`src/rtl/div_unit.sv`:
```
// div_unit: iterative RV32M DIV/DIVU/REM/REMU, one restoring quotient bit per cycle
module div_unit (
    input  logic        clk,
    input  logic        rst,
    input  logic        start,
    input  logic [1:0]  op,
    input  logic [31:0] rs1,
    input  logic [31:0] rs2,
    output logic        busy,
    output logic        done,
    output logic [31:0] result
);
    typedef enum logic [1:0] {IDLE, RUN, FIX, DONE} state_t;
    state_t      state_q, state_d;
    logic [1:0]  op_q, op_d;
    logic        qneg_q, qneg_d, rneg_q, rneg_d;
    logic [31:0] dvd_q, dvd_d, dvs_q, dvs_d, result_q, result_d;
    logic [32:0] rem_q, rem_d;
    logic [5:0]  cnt_q, cnt_d;
    logic        sgn, s1, s2, accept, ovf;
    logic [33:0] diff;
    logic [31:0] quo, rmd;
    // next-state: accept/special cases, one restoring step in RUN, sign fix-up in FIX
    always_comb begin
        sgn      = ~op[0];
        s1       = sgn & rs1[31];
        s2       = sgn & rs2[31];
        accept   = start && (state_q == IDLE || state_q == DONE);
        ovf      = sgn && rs1 == 32'h8000_0000 && rs2 == 32'hFFFF_FFFF;
        diff     = {rem_q, dvd_q[31]} - {2'b0, dvs_q};
        quo      = qneg_q ? -dvd_q : dvd_q;
        rmd      = rneg_q ? -rem_q[31:0] : rem_q[31:0];
        state_d  = state_q;
        op_d     = op_q;
        qneg_d   = qneg_q;
        rneg_d   = rneg_q;
        dvd_d    = dvd_q;
        dvs_d    = dvs_q;
        rem_d    = rem_q;
        cnt_d    = cnt_q;
        result_d = result_q;
        if (accept) begin
            op_d   = op;
            qneg_d = s1 ^ s2;
            rneg_d = s1;
            dvd_d  = s1 ? -rs1 : rs1;
            dvs_d  = s2 ? -rs2 : rs2;
            rem_d  = '0;
            cnt_d  = '0;
            if (rs2 == '0) begin
                result_d = op[1] ? rs1 : 32'hFFFF_FFFF;
                state_d  = DONE;
            end else if (ovf) begin
                result_d = op[1] ? 32'h0 : 32'h8000_0000;
                state_d  = DONE;
            end else begin
                state_d  = RUN;
            end
        end else begin
            case (state_q)
                RUN: begin
                    rem_d   = diff[33] ? {rem_q[31:0], dvd_q[31]} : diff[32:0];
                    dvd_d   = {dvd_q[30:0], ~diff[33]};
                    cnt_d   = cnt_q + 6'd1;
                    state_d = (cnt_q == 6'd31) ? FIX : RUN;
                end
                FIX: begin
                    result_d = op_q[1] ? rmd : quo;
                    state_d  = DONE;
                end
                DONE:    state_d = IDLE;
                default: state_d = state_q;
            endcase
        end
    end
    // state registers, cleared asynchronously so an aborted operation leaves no trace
    always_ff @(posedge clk or negedge rst) begin
        if (!rst) begin
            state_q  <= IDLE;
            op_q     <= '0;
            qneg_q   <= 1'b0;
            rneg_q   <= 1'b0;
            dvd_q    <= '0;
            dvs_q    <= '0;
            rem_q    <= '0;
            cnt_q    <= '0;
            result_q <= '0;
        end else begin
            state_q  <= state_d;
            op_q     <= op_d;
            qneg_q   <= qneg_d;
            rneg_q   <= rneg_d;
            dvd_q    <= dvd_d;
            dvs_q    <= dvs_d;
            rem_q    <= rem_d;
            cnt_q    <= cnt_d;
            result_q <= result_d;
        end
    end
    assign busy   = (state_q == RUN) || (state_q == FIX);
    assign done   = (state_q == DONE);
    assign result = result_q;
endmodule

```
`config.mk`:
```
export PLATFORM = sky130hd
export DESIGN_NAME = div_unit
export DESIGN_NICKNAME = d
export VERILOG_FILES = /design/src/rtl/div_unit.sv
export SDC_FILE = /design/constraint.sdc
export NUM_CORES = 1
export LEC_CHECK = 0
export ABC_AREA = 1
export BUFFER_PORTS_ARGS = -buffer_cell sky130_fd_sc_hd__buf_2
export CAP_MARGIN = 10
export CORE_ASPECT_RATIO = 0.6
export CORE_MARGIN = 5
export CORE_UTILIZATION = 60
export CTS_CLUSTER_DIAMETER = 60
export DETAILED_ROUTE_END_ITERATION = 12
export GPL_TIMING_DRIVEN = 0
export PLACE_DENSITY_LB_ADDON = 0.15
export SYNTH_ARGS = -nofsm -noshare
export SYNTH_HDL_FRONTEND = slang
export SYNTH_SLANG_ARGS = --single-unit
export TNS_END_PERCENT = 1
```
`constraint.sdc`:
```
create_clock -name clk -period 4.9 [get_ports clk]
set_input_delay 0.245 -clock clk [delete_from_list [all_inputs] [get_ports clk]]
set_output_delay 0.245 -clock clk [all_outputs]
set_load 0.1 [all_outputs]
```
=== After elaboration in Yosys (flattened, before gate mapping) ===
Index checks and enable logic that the tools add are counted.

* Flip-flop bits (word level): 141
* Input port bits: 69
* Output and inout bits: 34
* Word-level logic and storage cells: 61

* $add $sub $neg: 6
* Equal/unequal tests: 7
* Muxes and demuxes: 23
* Bitwise operators: 5
* Reductions and logical operators: 11

{| class="wikitable"
|+ Operator list
! kind !! count
|-
| 32-bit 2-to-1 mux || 13
|-
| 32-bit negator || 4
|-
| 33-bit 2-to-1 mux || 3
|-
| 32-bit equality test (second input constant) || 2
|-
| 34-bit by 32-bit subtractor with 34-bit output || 1
|-
| 32-bit logical NOT || 1
|-
| 6-bit 2-to-1 mux || 2
|-
| 2-bit 2-to-1 mux || 4
|-
| 6-bit by 1-bit adder with 6-bit output (second input constant) || 1
|-
| 6-bit by 5-bit equality test with 1-bit output (second input constant) || 1
|-
| 2-bit one-hot mux with 3 select lines || 1
|-
| 2-bit equality test (second input constant) || 2
|-
| 2-bit nonzero test || 2
|-
| 4-bit nonzero test || 1
|-
| 1-bit logical AND || 3
|-
| 3-bit by 1-bit != test with 1-bit output (second input constant) || 1
|-
| 1-bit bitwise AND || 2
|-
| 2-bit by 1-bit equality test with 1-bit output (second input constant) || 1
|-
| 2-bit logical NOT || 1
|-
| 1-bit logical OR || 2
|-
| 1-bit NOT || 2
|-
| 2-bit AND reduction || 1
|-
| 1-bit bitwise XOR || 1
|}

=== Depth between registers and ports, before layout ===
Gate-level depths: netlist of run 1.

* Depth after elaboration: 6
* Mapped depth: 18
* Mapped depth without buffers: 17

=== Worst setup path after synthesis of run 1 ===
OpenSTA, ideal clock, no wires.

* Path kind: reg2reg
* From: register dvd_q[31]
* To: register rem_q[24]
* Data arrival time: 1905 ps
* Required time: 4782 ps
* Path slack: 2877 ps
* Cell stages (with the launch flop): 17
* Period minus slack after synthesis: 2023 ps
* Cells stage by stage: dfrtp_1 -> inv_1 -> ha_1 -> inv_1 -> fa_1 -> nand3_1 -> nand3_1 -> nand2_1 -> nand2_1 -> nand2_1 -> nand2_1 -> nand2_1 -> nand3b_1 -> nand2_1 -> nand3_1 -> nand3_1 -> nand2_1

* Cells in the longest elaborated chain, start to end: 4

{| class="wikitable"
|+ Ends and longest elaborated chain
! item !! line !! source
|-
| start, declared || 17 || <nowiki>logic [31:0] dvd_q, dvd_d, dvs_q, dvs_d, result_q, result_d;</nowiki>
|-
| start signal, assigned || 93 || <nowiki>dvd_q <= dvd_d;</nowiki>
|-
| 34-bit by 32-bit subtractor with 34-bit output || 30 || <nowiki>diff = {rem_q, dvd_q[31]} - {2'b0, dvs_q};</nowiki>
|-
| 33-bit 2-to-1 mux || 62 || <nowiki>rem_d = diff[33] ? {rem_q[31:0], dvd_q[31]} : diff[32:0];</nowiki>
|-
| 33-bit 2-to-1 mux || 60 || <nowiki>case (state_q)</nowiki>
|-
| 33-bit 2-to-1 mux || 42 || <nowiki>if (accept) begin</nowiki>
|-
| end signal, assigned || 95 || <nowiki>rem_q <= rem_d;</nowiki>
|-
| end, declared || 18 || <nowiki>logic [32:0] rem_q, rem_d;</nowiki>
|}

Every way passes these cells. The select of a mux whose other input is x is not followed.
A chain may end at the register's enable or synchronous reset.

=== Final worst setup path of run 1 ===
* From: register state_q[0]
* To: register dvd_q[31]

* Cells in the longest elaborated chain, start to end: 4
* Elaborated cells between the ends (all ways): 7

{| class="wikitable"
|+ Ends and longest elaborated chain
! item !! line !! source
|-
| start, declared || 14 || <nowiki>state_t state_q, state_d;</nowiki>
|-
| start signal, assigned || 89 || <nowiki>state_q <= state_d;</nowiki>
|-
| 2-bit equality test or 2-bit logical NOT (tied branches) || 28 || <nowiki>accept = start && (state_q == IDLE || state_q == DONE);</nowiki>
|-
| 1-bit logical OR || 28 ||
|-
| 1-bit logical AND || 28 ||
|-
| 32-bit 2-to-1 mux or 2-bit nonzero test (tied branches) || - ||
|}

Parallel ways exist; a longest one is shown, timed or not.

==> summary.md, run 1 <==
| Metric | Value |
|---|---|
| Main synth FF type | `dfrtp_1` |
| Worst Tran Pin Value | `1.06 ns` |
| FFs w/ async S/R, synth | `1.00` |
| Pin count of the biggest net entering global routing | `84` |
| Worst r2r src | `state_q[0]$_DFFE_PN0P_` |
| Crit end category | `register` |
| Critical hold path startpoint | `rs1[31]` |
| Setup-failing EPs final | `0` |
| CP startpoint kind | `register` |
| DIE HEIGHT | `126 um` |
| Seq cells post-synth | `140` |
| Clk buf depth | `2` |
| Syn Nets | `2305` |
| EDFF count, synth | `0` |
| Final hold vios | `0` |
| Layout filler cell count | `2033` |
| Final WL | `52.4 mm` |
| Most common cell after layout, fill and taps aside | `nand2_1` |
| Most frequent cells in the layout | `nand2_1, inv_1, nand3_1, nor2_1, dfrtp_1` |
| Dpl hpwl | `42.2 mm` |
| Number of global-route vias before repair | `13.7k` |
| Max IR drop VDD | `0.959 mV` |
| Worst stage delay on the critical path | `0.75 ns` |
| Global-route wire length before repair | `78.7 mm` |
| DR WL/cell | `20.0 um` |
| GRT overflow | `0` |
| CTS Buf Count | `17` |
| Initial drt markers | `2600` |
| Hold crit path type | `input port to register` |
| Tcrit/Tclk final | `0.711` |
| H-tree levels | `4` |
| Starting Density | `0.608` |
| Headroom to the max-slew limit | `0.296` |
| Synth unique cells | `46` |
| Clk sink count | `140` |
| CTS tree | `built` |
| LEAKAGE | `7.83 nW` |
| Crit-path max FO | `10` |
| Synth Area per Inst | `6.08 um^2` |
| Total GRT Usage | `0.400` |
| Worst-path cell chain | `inv_1, ha_1, nand2_1, inv_2, nor2_1, clkinv_1, clkbuf_1, o22ai_1, a21oi_1` |
| Max-Cap Viols | `0` |
| Layout Skew | `0.00920 ns` |
| Core area | `22000 um^2` |
| Cell Pwr Density | `861 nW/um^2` |
| I/O Buffers | `102` |
| Share of layout cells above drive strength 1 | `0.0996` |
| Post-DRT Antenna Nets | `0` |
| Fmax | `287 MHz` |
| Critical path startpoint | `state_q[0]$_DFFE_PN0P_` |
| Synth warnings | `0` |
| Critical path required time | `5.21 ns` |
| Reg clk slew, reported paths | `0.06 ns` |
| Setup CP Type | `register to register` |
| Die Area | `25400 um^2` |
| Crit path arrival time | `3.79 ns` |
| Vias/cell | `6.07` |
| Total power | `0.0128 W` |
| Mapped cell area | `13300 um^2` |
| Area Growth Syn to Fin | `11.2%` |
| Nets | `2428` |
| Final min period | `3.48 ns` |
| RSZ-0062 raised after global routing | `no` |
| Die W | `203 um` |
| Syn Inst Count | `2194` |
| Io pins | `103` |
| Clock root buffer master | `clkbuf_16` |
| Drc violations | `0` |
| Status | `complete, no violations` |
| # diodes | `0` |
| Clock latency on the worst-skew pair | `0.46 ns` |
| CP max-delay cell | `nor2_1` |
| Antenna violations before repair | `0` |
| Vias | `15.9k` |
| Pre-antenna DRT Iters | `6` |
| Sequential fraction of the synthesis area | `0.262` |
| Setup TNS | `0 ns` |
| GPL Wtd Cong | `1.05` |
| Hold Worst Slack | `0.0948 ns` |
| Final count of pins violating max slew | `0` |
| Rows | `42` |
## synthesized netlist by cell type (3+ instances only)
cell type    n  area, um^2
o21ai_0    120         601
buf_4        7        52.6
nand3b_1    17         128
and2_1       4        25.0
nor2_4       6        67.6
nand2_4      6        67.6
nor3_1      25         125
xnor2_1     18         158
nand4_1     34         213
ha_1        41         513
buf_2       14        70.1
o221ai_1    20         175
nand3_2     19         190
and3_1       3        18.8
o21bai_1    12        90.1
nand3_1    271        1360
nand2_1    674        2530
clkinv_1     3        11.3
nand2_2      4        25.0
o22ai_1     14        87.6
a21oi_1     68         340
nor2_1     236         886
buf_6       11         124
clkbuf_1    31         116
inv_1      302        1130
or2_2        5        31.3
o21ai_1      5        25.0
a21oi_2      7        61.3
buf_1       10        37.5
o211ai_1    12        90.1
dfrtp_1    140        3500
nor2_2      11        68.8
o31ai_1      3        22.5
xor2_1      24         210
## metal layers
layer  GRT usage  vias up  routed length (um)  share of wire
met5      0.0263        -                 137         0.0026
met4      0.0738        4                 891          0.017
met3       0.194      104                9350           0.18
met2       0.502     1140               19300           0.37
met1       0.612     7315               22700           0.43
li1            -     7321                   -              -
## worst paths after layout
| path | end | slack [ns] | depth (start not counted) |
|---|---|---|---|
| max | dvd_q[31]$_DFFE_PN0P_ | 1.42 | 9 |
| min | dvd_q[31]$_DFFE_PN0P_ | 0.09 | 3 |
| max reg2reg | dvd_q[31]$_DFFE_PN0P_ | 1.42 | 9 |
| min reg2reg | result[3]$_DFFE_PN0P_ | 0.47 | 2 |
| max in group asynchronous | dvd_q[31]$_DFFE_PN0P_ | 3.73 | 3 |
| min in group asynchronous | rem_q[2]$_DFFE_PN0P_ | 0.34 | 2 |
## cell families (layout without fill, tap and decap cells)
logic type	count (synthesis)	in the layout	share of synthesized area
AO/OA/AOI/OAI	266	266	0.115
adder cells (fa/ha/maj)	42	42	0.0399
XOR/XNOR	42	42	0.0276
buffers and inverters	381	517	0.117
flip-flops	140	140	0.262
AND/OR/NAND/NOR	1323	1323	0.439
## registers in the layout, summed over array words and instances (netlist names)
name,flops
rem_q,33
dvd_q,32
dvs_q,32
result,32
cnt_q,6
state_q,2
op_q,1
qneg_q,1
rneg_q,1
## cell type report
cell class              count  area (um^2)  share of cell area
plain buffers              73          400              0.0270
clock buffers              22          474              0.0319
clock inverters            10          115             0.00775
inverters                 308         1160              0.0779
multi-input cells        1673         8290               0.558
flip-flops and latches    140         3500               0.236
well taps                 286          358              0.0241
repair buffers            104          554              0.0373
## through the flow
| step | instances | util | cell area, um^2 | setup WS, ns |
|---|---|---|---|---|
| floorplan | 2194 | - | 13300 | 2.88 |
| global placement | 2582 | 0.647 | 14200 | 1.54 |
| detailed placement | 2583 | 0.649 | 14200 | 1.65 |
| CTS | 2616 | 0.676 | 14800 | 1.60 |
| global route | 2616 | 0.676 | 14800 | 1.27 |
| finish | 2616 | 0.676 | 14800 | 1.42 |
## what timing repair did
action                                 4_1_cts  5_1_grt
resized for setup                            0        0
buffers inserted                             0        0
hold buffers                                 1        0
endpoints found under the hold margin       57        0
## worst max-delay path, delay by kind of cell, from the launching register on
family	cells	cell delay, ns
compound gates	2	0.38
fa+ha+maj	1	0.31
buf+inv	4	1.28
flops	1	0.42
simple gates	2	0.92
## report_power, final
group          switching (W)  leakage, nW  internal [W]
sequential          0.000556         1.71       0.00173
clock               0.000559        0.282      0.000788
combinational        0.00644         5.83       0.00270
total                0.00756         7.83       0.00523
Note: power is estimated with default switching activity, not from simulation.
==> inputs of run 2 (changes only) <==
--- a/config.mk
+++ b/config.mk
@@ -10,7 +10,7 @@
 export CAP_MARGIN = 10
 export CORE_ASPECT_RATIO = 0.6
 export CORE_MARGIN = 5
-export CORE_UTILIZATION = 60
+export CORE_UTILIZATION = 56
 export CTS_CLUSTER_DIAMETER = 60
 export DETAILED_ROUTE_END_ITERATION = 12
 export GPL_TIMING_DRIVEN = 0
==> constraint.sdc (replaced) <==
create_clock -name clk -period 3.2 [get_ports clk]
set_input_delay 0.16 -clock clk [delete_from_list [all_inputs] [get_ports clk]]
set_output_delay 0.16 -clock clk [all_outputs]
set_load 0.1 [all_outputs]
==> run 2 against run 1 <==
Fmax is 12% higher. Total power is 56% higher. Sequential share of layout area down 0.16 points. Wire length rose by 1.6%. Critical endpoint unchanged. Largest power group unchanged. Highest routed layer unchanged.
==> summary.md, run 2 (synthesis gave the netlist of run 1 again) <==
| Metric | Value |
|---|---|
| Status | `complete, no violations (unchanged)` |
| Reg with most FFs | `rem_q (unchanged)` |
| CP startpoint kind | `register (unchanged)` |
| Antenna violations before repair | `3 (was 0)` |
| Tcrit/Tclk final | `0.975 (was 0.711)` |
| CP max-delay cell | `nor2_2 (was nor2_1)` |
| DR WL/cell | `20.1 um (was 20.0 um)` |
| Vias | `15.8k (was 15.9k)` |
| Hold Worst Slack | `0.0316 ns (was 0.0948 ns)` |
| Crit path arrival time | `3.43 ns (was 3.79 ns)` |
| Post-DP Area | `14300 um^2 (was 14200 um^2)` |
| H-tree levels | `4 (unchanged)` |
| Max FFs per register | `33 (unchanged)` |
| GPL Wtd Cong | `1.02 (was 1.05)` |
| # diodes | `0 (unchanged)` |
| Core area | `23300 um^2 (was 22000 um^2)` |
| Vias/cell | `5.96 (was 6.07)` |
| DIE HEIGHT | `130 um (was 126 um)` |
| Clock latency on the worst-skew pair | `0.45 ns (was 0.46 ns)` |
| Number of global-route vias before repair | `13.9k (was 13.7k)` |
| Worst-path cell chain | `inv_1, ha_1, nand2_1, inv_2, nor2_2, clkinv_1, clkbuf_1, o22ai_1, a21oi_1 (was inv_1, ha_1, nand2_1, inv_2, nor2_1, clkinv_1, clkbuf_1, o22ai_1, a21oi_1)` |
| Max IR drop VDD | `1.20 mV (was 0.959 mV)` |
| LEAKAGE | `7.86 nW (was 7.83 nW)` |
| Clock root buffer master | `clkbuf_16 (unchanged)` |
| Critical path required time | `3.51 ns (was 5.21 ns)` |
| Headroom to the max-slew limit | `0.289 (was 0.296)` |
| Post-DRT Antenna Nets | `0 (unchanged)` |
| Final core utilization | `0.642 (was 0.676)` |
| Layout filler cell count | `2238 (was 2033)` |
| Final WL | `53.2 mm (was 52.4 mm)` |
| Min-Delay Path Depth | `3 (unchanged)` |
| Setup CP Type | `register to register (unchanged)` |
| Final count of pins violating max slew | `0 (unchanged)` |
| Fmax | `321 MHz (was 287 MHz)` |
| Most common cell after layout, fill and taps aside | `nand2_1 (unchanged)` |
| Final min period | `3.12 ns (was 3.48 ns)` |
| Crit end category | `register (unchanged)` |
| Clk buf depth | `2 (unchanged)` |
| R2r setup slk | `0.08 ns (was 1.42 ns)` |
| Reg clk slew, reported paths | `0.06 ns (about the same)` |
| Pin count of the biggest net entering global routing | `80 (was 84)` |
| Worst reg2reg path depth | `9 (unchanged)` |
| Most frequent cells in the layout | `nand2_1, inv_1, nand3_1, nor2_1, dfrtp_1 (unchanged)` |
| Hold crit path type | `input port to register (unchanged)` |
| Drc violations | `0 (unchanged)` |
| Global-route wire length before repair | `80.2 mm (was 78.7 mm)` |
| Final hold vios | `0 (unchanged)` |
| Layout Skew | `0.0143 ns (was 0.00920 ns)` |
| CTS tree | `built (unchanged)` |
| RSZ-0062 raised after global routing | `no (unchanged)` |
| Cell Pwr Density | `1330 nW/um^2 (was 861 nW/um^2)` |
| Share of layout cells above drive strength 1 | `0.100 (was 0.0996)` |
| I/O Buffers | `102 (unchanged)` |
| Total GRT Usage | `0.385 (was 0.400)` |
| Post-route cell area | `14900 um^2 (was 14800 um^2)` |
| Clk sink count | `140 (unchanged)` |
| Rows | `43 (was 42)` |
| Max-Cap Viols | `0 (unchanged)` |
| Area Growth Syn to Fin | `12.0% (was 11.2%)` |
| GRT overflow | `0 (unchanged)` |
| Io pins | `103 (unchanged)` |
| CTS Buf Count | `17 (unchanged)` |
| Setup TNS | `0 ns (unchanged)` |
| Pre-antenna DRT Iters | `8 (was 6)` |
| Initial drt markers | `2520 (was 2600)` |
| Nets | `2428 (unchanged)` |
| Die W | `209 um (was 203 um)` |
| Worst stage delay on the critical path | `0.53 ns (was 0.75 ns)` |
| Worst Tran Pin Value | `1.07 ns (was 1.06 ns)` |
| Die Area | `27100 um^2 (was 25400 um^2)` |
| Setup-failing EPs final | `0 (unchanged)` |
| Crit-path max FO | `10 (unchanged)` |
| Starting Density | `0.573 (was 0.608)` |
| Dpl hpwl | `43.0 mm (was 42.2 mm)` |
| Post-CTS setup buffers | `0 (unchanged)` |
-- run 2: changes by cell type in the layout (fill, tap and decap cells not counted), sizes merged --
cell,delta
clkinvlp,-2
clkbuf,-1
bufinv,+3
-- run 2: timing repair --
action | CTS | global route
hold endpoints to repair | 61 | 0
hold buffers | 1 | 0
endpoints found under the setup margin | 2 | 0
resized for setup | 1 | 0
-- run 2: worst paths after layout --
| path | end | start |
|---|---|---|
| max in group asynchronous | dvd_q[26]$_DFFE_PN0P_ | rst |
| setup / recovery | dvd_q[31]$_DFFE_PN0P_ | state_q[0]$_DFFE_PN0P_ |
| setup reg to reg | dvd_q[31]$_DFFE_PN0P_ | state_q[0]$_DFFE_PN0P_ |
| min in group asynchronous | rem_q[3]$_DFFE_PN0P_ | rst |
| hold reg to reg | result[18]$_DFFE_PN0P_ | result[18]$_DFFE_PN0P_ |
| hold / removal | dvs_q[0]$_DFFE_PN0P_ | rs2[0] |
-- run 2: cell type report --
type | instances | area, um^2 | area share
plain buffers | 73 | 400 | 0.0268
clock buffers | 21 | 460 | 0.0308
clock inverters | 11 | 190 | 0.0127
inverters | 308 | 1160 | 0.0774
multi-input cells | 1673 | 8290 | 0.554
flip-flops and latches | 140 | 3500 | 0.234
well taps | 315 | 394 | 0.0264
repair buffers | 104 | 554 | 0.0371
-- run 2: per-stage QoR --
step                      total power [W]  setup slack, ns  std cells
after floorplan                    0.0132             1.18       2194
final                              0.0199           0.0805       2645
after detailed placement           0.0170          0.00740       2612
after global placement             0.0167           -0.117       2611
after CTS                          0.0193            0.288       2645
after global routing               0.0212           0.0435       2645
-- run 2: critical path: cells and delay by family, from the launching register on --
| family | cells | cell delay [ns] |
|---|---|---|
| compound gates | 2 | 0.33 |
| fa+ha+maj | 1 | 0.31 |
| buf+inv | 4 | 1.19 |
| flops | 1 | 0.44 |
| simple gates | 2 | 0.70 |
-- run 2: power by group --
group	internal (W)	total (W)	switching, W	leakage (nW)
clock	0.00142	0.00226	0.000842	0.317
combinational	0.00414	0.0141	0.00999	5.83
sequential	0.00266	0.00350	0.000848	1.71
total	0.00822	0.0199	0.0117	7.86
-- run 2: metal layers --
layer  wire length [um]  global-route usage  up-vias  part of all wire
met4                920              0.0821        4             0.017
met2              19200               0.482     1138              0.36
met5                 27                   0        -           0.00051
met1              23300               0.582     7198              0.44
li1                   -                   -     7332                 -
met3               9690               0.192      104              0.18
